$ cat src/rtl/perf_pkg.sv
// perf_pkg: shared constants for the performance-counter block.
//   DEFAULT_WIDTH  default counter / MMIO data width
//   OFF_*          byte offsets of the counter registers from MMIO_BASE
//   WINDOW_BYTES   size of the decoded MMIO window
package perf_pkg;

  localparam int unsigned DEFAULT_WIDTH = 32;
  localparam int unsigned ADDR_W        = 32;

  localparam logic [ADDR_W-1:0] OFF_CYCLE      = 32'h00;
  localparam logic [ADDR_W-1:0] OFF_INSTR      = 32'h04;
  localparam logic [ADDR_W-1:0] OFF_CLEAR      = 32'h08;
  localparam logic [ADDR_W-1:0] OFF_BR_TOTAL   = 32'h0C;
  localparam logic [ADDR_W-1:0] OFF_BR_CORRECT = 32'h10;
  localparam logic [ADDR_W-1:0] OFF_SNAP       = 32'h14;
  localparam logic [ADDR_W-1:0] WINDOW_BYTES   = 32'h18;

endpackage

$ cat src/rtl/perf_counter_cell.sv
// perf_counter_cell: WIDTH-bit wrapping event counter.
//   clk    system clock
//   rst    synchronous active-high reset
//   inc    count one event this cycle
//   clr    zero the counter; wins over inc
//   count  current count (registered)
module perf_counter_cell
  import perf_pkg::*;
#(
  parameter int unsigned WIDTH = DEFAULT_WIDTH
) (
  input  logic             clk,
  input  logic             rst,
  input  logic             inc,
  input  logic             clr,
  output logic [WIDTH-1:0] count
);

  // Wraps modulo 2^WIDTH without a flag.
  always_ff @(posedge clk) begin
    if (rst) begin
      count <= '0;
    end else if (clr) begin
      count <= '0;
    end else if (inc) begin
      count <= count + WIDTH'(1);
    end
  end

endmodule

$ cat src/rtl/perf_counter_unit.sv
// perf_counter_unit: cycle / retired-instruction / branch performance counters
// with an MMIO read/clear interface.
//   clk, rst               system clock, synchronous active-high reset
//   retire_*               retire-stage event qualifiers
//   mmio_addr/re/we        MMIO load/store request from the memory stage
//   mmio_rdata/rvalid      load response, one cycle after mmio_re
//   cycle_counter          live cycle count
//   instruction_counter    live retired-instruction count
// Optional build macro PERF_SNAPSHOT_EN: a store to OFF_SNAP latches all four
// counters into shadows, and counter reads return the shadows.
module perf_counter_unit
  import perf_pkg::*;
#(
  parameter int unsigned       WIDTH     = DEFAULT_WIDTH,
  parameter logic [ADDR_W-1:0] MMIO_BASE = 32'h8000_0010
) (
  input  logic              clk,
  input  logic              rst,
  input  logic              retire_valid,
  input  logic              retire_is_branch,
  input  logic              retire_mispredict,
  input  logic [ADDR_W-1:0] mmio_addr,
  input  logic              mmio_re,
  input  logic              mmio_we,
  output logic [WIDTH-1:0]  mmio_rdata,
  output logic              mmio_rvalid,
  output logic [WIDTH-1:0]  cycle_counter,
  output logic [WIDTH-1:0]  instruction_counter
);

  logic [ADDR_W-1:0] offset;
  logic              in_window;
  logic              clr;
  logic              br_retire;
  logic [WIDTH-1:0]  br_total;
  logic [WIDTH-1:0]  br_correct;
  logic [WIDTH-1:0]  rd_cycle, rd_instr, rd_br_total, rd_br_correct;
  logic [WIDTH-1:0]  rd_mux;

  // Addresses below the base wrap to a huge offset, so one compare bounds both ends.
  assign offset    = mmio_addr - MMIO_BASE;
  assign in_window = (offset < WINDOW_BYTES);
  assign clr       = mmio_we && in_window && (offset == OFF_CLEAR);
  assign br_retire = retire_valid && retire_is_branch;

  perf_counter_cell #(.WIDTH(WIDTH)) u_cycle (
    .clk(clk), .rst(rst), .inc(1'b1), .clr(clr), .count(cycle_counter)
  );

  perf_counter_cell #(.WIDTH(WIDTH)) u_instr (
    .clk(clk), .rst(rst), .inc(retire_valid), .clr(clr), .count(instruction_counter)
  );

  perf_counter_cell #(.WIDTH(WIDTH)) u_br_total (
    .clk(clk), .rst(rst), .inc(br_retire), .clr(clr), .count(br_total)
  );

  perf_counter_cell #(.WIDTH(WIDTH)) u_br_correct (
    .clk(clk), .rst(rst), .inc(br_retire && !retire_mispredict), .clr(clr),
    .count(br_correct)
  );

`ifdef PERF_SNAPSHOT_EN
  logic             snap_we;
  logic [WIDTH-1:0] snap_cycle, snap_instr, snap_br_total, snap_br_correct;

  assign snap_we = mmio_we && in_window && (offset == OFF_SNAP);

  // Shadows capture the pre-edge counts and are untouched by counter clears.
  always_ff @(posedge clk) begin
    if (rst) begin
      snap_cycle      <= '0;
      snap_instr      <= '0;
      snap_br_total   <= '0;
      snap_br_correct <= '0;
    end else if (snap_we) begin
      snap_cycle      <= cycle_counter;
      snap_instr      <= instruction_counter;
      snap_br_total   <= br_total;
      snap_br_correct <= br_correct;
    end
  end

  assign rd_cycle      = snap_cycle;
  assign rd_instr      = snap_instr;
  assign rd_br_total   = snap_br_total;
  assign rd_br_correct = snap_br_correct;
`else
  assign rd_cycle      = cycle_counter;
  assign rd_instr      = instruction_counter;
  assign rd_br_total   = br_total;
  assign rd_br_correct = br_correct;
`endif

  // Read decode; write-only and unmapped offsets read as zero.
  always_comb begin
    rd_mux = '0;
    case (offset)
      OFF_CYCLE:      rd_mux = rd_cycle;
      OFF_INSTR:      rd_mux = rd_instr;
      OFF_BR_TOTAL:   rd_mux = rd_br_total;
      OFF_BR_CORRECT: rd_mux = rd_br_correct;
      default:        rd_mux = '0;
    endcase
  end

  // Read response register: samples pre-edge counts, one-cycle rvalid pulse.
  always_ff @(posedge clk) begin
    if (rst) begin
      mmio_rdata  <= '0;
      mmio_rvalid <= 1'b0;
    end else begin
      mmio_rvalid <= mmio_re && in_window;
      if (mmio_re && in_window) begin
        mmio_rdata <= rd_mux;
      end
    end
  end

endmodule

$ cat config.mk
export PLATFORM = sky130hd
export DESIGN_NAME = perf_counter_unit
export DESIGN_NICKNAME = d
export VERILOG_FILES = /design/src/rtl/perf_pkg.sv /design/src/rtl/perf_counter_cell.sv /design/src/rtl/perf_counter_unit.sv
export SDC_FILE = /design/constraint.sdc
export NUM_CORES = 1
export LEC_CHECK = 0
export ABC_AREA = 1
export BUFFER_PORTS_ARGS = -buffer_cell sky130_fd_sc_hd__buf_2
export CORE_MARGIN = 4
export CORE_UTILIZATION = 45
export CTS_CLUSTER_SIZE = 20
export DETAILED_ROUTE_END_ITERATION = 8
export PLACE_DENSITY = 0.65
export SETUP_SLACK_MARGIN = 0.2
export SYNTH_ARGS = -nofsm -noshare
export SYNTH_HDL_FRONTEND = slang
export SYNTH_SLANG_ARGS = --single-unit
export TNS_END_PERCENT = 100
$ cat constraint.sdc
create_clock -name clk -period 2.93 [get_ports clk]
set_input_delay 0.293 -clock clk [delete_from_list [all_inputs] [get_ports clk]]
set_output_delay 0.293 -clock clk [all_outputs]
set_load 0.1 [all_outputs]
==> qor.txt <==
CTS clk-pin slew, worst paths -> 0.07 ns
Worst Setup End Kind -> flip-flop
WL per Instance -> 15.57 um
Final HPWL DP -> 20820 um
Worst R2R Start -> u_br_correct.count[0]
Max VDD drop -> 0.3739 mV
routability cong. -> 0.9189
die width -> 151.3 um
Remaining DRCs -> 0
Die Y -> 151.3 um
crit path time final -> 2.422 ns
Final Setup Violations -> 0
global route total overflow -> 0
cts repair resizes -> 0
Hold EP -> mmio_rvalid
CTS Sinks -> 161
drt total wl -> 27430 um
Highest Clock Rate -> 412.9 MHz
Non-Filler Instances -> 1761
Hold Vio Cnt, Final -> 0
fin nets -> 1524
transition time at the pin with the least slew margin -> 0.5685 ns
P&R area growth vs syn -> 19.65%
EDFF count, synth -> 0
Synth Warn # -> 0
Hold Path Class -> in -> reg
standard-cell rows -> 52
final hold slack -> 0.1335 ns
R2R Path End -> u_br_correct.count[26]
Slew HR -> 61.75%
first-pass GRT wire length -> 43570 um
Synth Cell Area -> 9241 um2
Worst EP required -> 3.25 ns
status -> complete, no violations
ys flop type -> dfxtp_1
ANT cells -> 0
Placed Cells -> 1729
post-synth net total -> 1397
TritonCTS clock tree -> yes
CP max stage delay -> 0.40 ns
worst-skew pair later-pin latency -> 0.43 ns
Distinct cells, synth -> 36
clock root buffer -> clkbuf_16
hold_sp -> mmio_re
total CTS buffers -> 17
Mapped Avg Cell Area -> 6.840 um2
Yosys reg bits -> 161
largest net degree at the start of global routing -> 95
DIE AREA -> 22890 um2
Fill cells -> 1998
CP max-delay cell -> dfxtp_1
Max Clock Skew -> 0.01312 ns
Setup CP Type -> reg -> reg
initial core utilization -> 45.67%
max_cap viols -> 0
1st-iter DRT viols -> 779
RSZ-0062 raised after global routing -> false
Post-CTS Setup Inserts -> 0
setup tns final -> 0 ns
vias post-DR -> 9449
PwrDens -> 424.1 nW/um2
layout cells sized above 1 -> 16.16%
number of global-route vias before repair -> 8490
Leakage -> 0.004517 uW
Placed Area -> 10460 um2
num ports -> 136
Tot GR Track Use -> 23.66%
port bufs -> 135
Final ANT Viol Nets -> 0
R2R Setup Slk -> 0.51 ns
Worst Hold Path Cells -> 3
reg2reg path depth -> 12
final instance area -> 11060 um2
commonest non-fill, non-tap cell in the layout -> nand2_1
CTS max path bufs -> 2
post-synthesis sequential area ratio -> 34.88%
Pre-Repair DR Iteration Count -> 5
CP cell instances -> ha_1 -> nand3_1 -> nor4_2 -> inv_1 -> nor2_1 -> nand2_1 -> nor3_1 -> buf_4 -> nand3_1 -> nor3_1 -> xnor2_1 -> nor2_1
core area -> 20230 um2
depth of the CTS H-tree -> 4
Hold Buf Count CTS -> 0
Layout Utilization -> 54.64%
asr flop ratio synth -> 0%
Mapped Cells -> 1351
Worst setup SP type -> flip-flop
initial antenna violation count -> 0
Vias/cell -> 5.366
WP data arrival -> 2.74 ns
Period Utilization, post-route -> 82.65%
Max Slew Vio Count -> 0
commonest non-fill, non-tap cells in the layout -> nand2_1 (289), nor2_1 (239), nand4_1 (178)
Max FO, Critical Path -> 4
[flip-flops by register name, indices dropped and copies added, names as in the netlist]
register            cells
u_br_total.count       32
mmio_rdata             32
mmio_rvalid             1
u_instr.count          32
u_cycle.count          32
u_br_correct.count     32
[through the flow]
| stage | total power, uW | setup WS [ns] |
|---|---|---|
| after global routing | 4827 | 0.2294 |
| final | 4690 | 0.5083 |
| after global placement | 2533 | 0.1686 |
| after CTS | 4702 | 0.3405 |
| after floorplan | 2432 | 0.1183 |
| after detailed placement | 2536 | 0.1154 |
[cell usage after synthesis (2+ instances only)]
library cell  number  area [um2]
nand2_1          289        1085
nor2_1           241       904.6
nand4_1          178        1114
dfxtp_1          161        3223
inv_1             94       352.8
xor2_1            75       656.9
a21oi_1           44       220.2
xnor2_1           42       367.9
buf_2             40       200.2
nand3_1           39       195.2
nor3_1            31       155.2
o21ai_1           25       125.1
buf_4             17       127.6
o21ai_0           12       60.06
clkbuf_1          10       37.54
nor4_1             8       50.05
ha_1               7       87.58
nand3b_1           7       52.55
or2_2              5       31.28
nor2_2             4       25.02
nor3_2             4       40.04
and2_1             2       12.51
and3_1             2       12.51
o21bai_1           2       15.01
[where the power goes]
part           total [uW]  switching (uW)  internal [uW]
clock network        2200             971           1230
logic                 274             186           87.9
registers            2210            15.7           2200
total                4690            1170           3520
[kinds of logic (layout without fill, tap and decap cells)]
logic type	count (synthesis)	count (layout)	synth area share, %
AND/OR/NAND/NOR	816	816	40.35
adder cells (fa/ha/maj)	7	7	0.9477
XOR/XNOR	117	117	11.09
multiplexers	1	1	0.1083
flip-flops	161	161	34.88
AO/OA/AOI/OAI	86	86	4.779
buffers and inverters	163	303	7.853
[layout make-up]
class / instances / area (um2) / area share, %
multi-input combinational: 1027 / 5359 / 48.47
clock buffer: 19 / 452.9 / 4.096
tap: 270 / 337.8 / 3.055
inverter: 95 / 356.6 / 3.225
timing repair buffer: 176 / 1184 / 10.70
clock inverter: 13 / 128.9 / 1.166
sequential: 161 / 3238 / 29.29
[per-layer routing]
layer	up-vias	GRT usage, %	wire length (um)	part of all wire (%)
met5	-	0	0	0
met4	0	5.666	372	1.4
met3	33	4.279	1918	7.0
met2	300	37.56	12600	46
met1	4355	33.34	12540	46
li1	4761	-	-	-
[worst max-delay path by stage]
stage / start / slack [ns] / cells after the start / endpoint
final: u_br_correct.count[0] / 0.51 / 12 / u_br_correct.count[26]
after global routing: u_br_total.count[0] / 0.23 / 13 / u_br_total.count[30]
after CTS: u_br_correct.count[0] / 0.34 / 12 / u_br_correct.count[26]
after detailed placement: mmio_addr[4] / 0.12 / 20 / mmio_rdata[16]
after global placement: mmio_addr[4] / 0.17 / 20 / mmio_rdata[1]
after floorplan: u_cycle.count[1] / 0.12 / 11 / u_cycle.count[28]
[critical path: cells and delay by family (launching register included)]
family | cells | cell delay (ns)
xor+xnor | 1 | 0.15
fa+ha+maj | 1 | 0.19
buf+inv | 2 | 0.24
flops | 1 | 0.40
simple gates | 8 | 1.32
(Power assumes the default switching activity.)
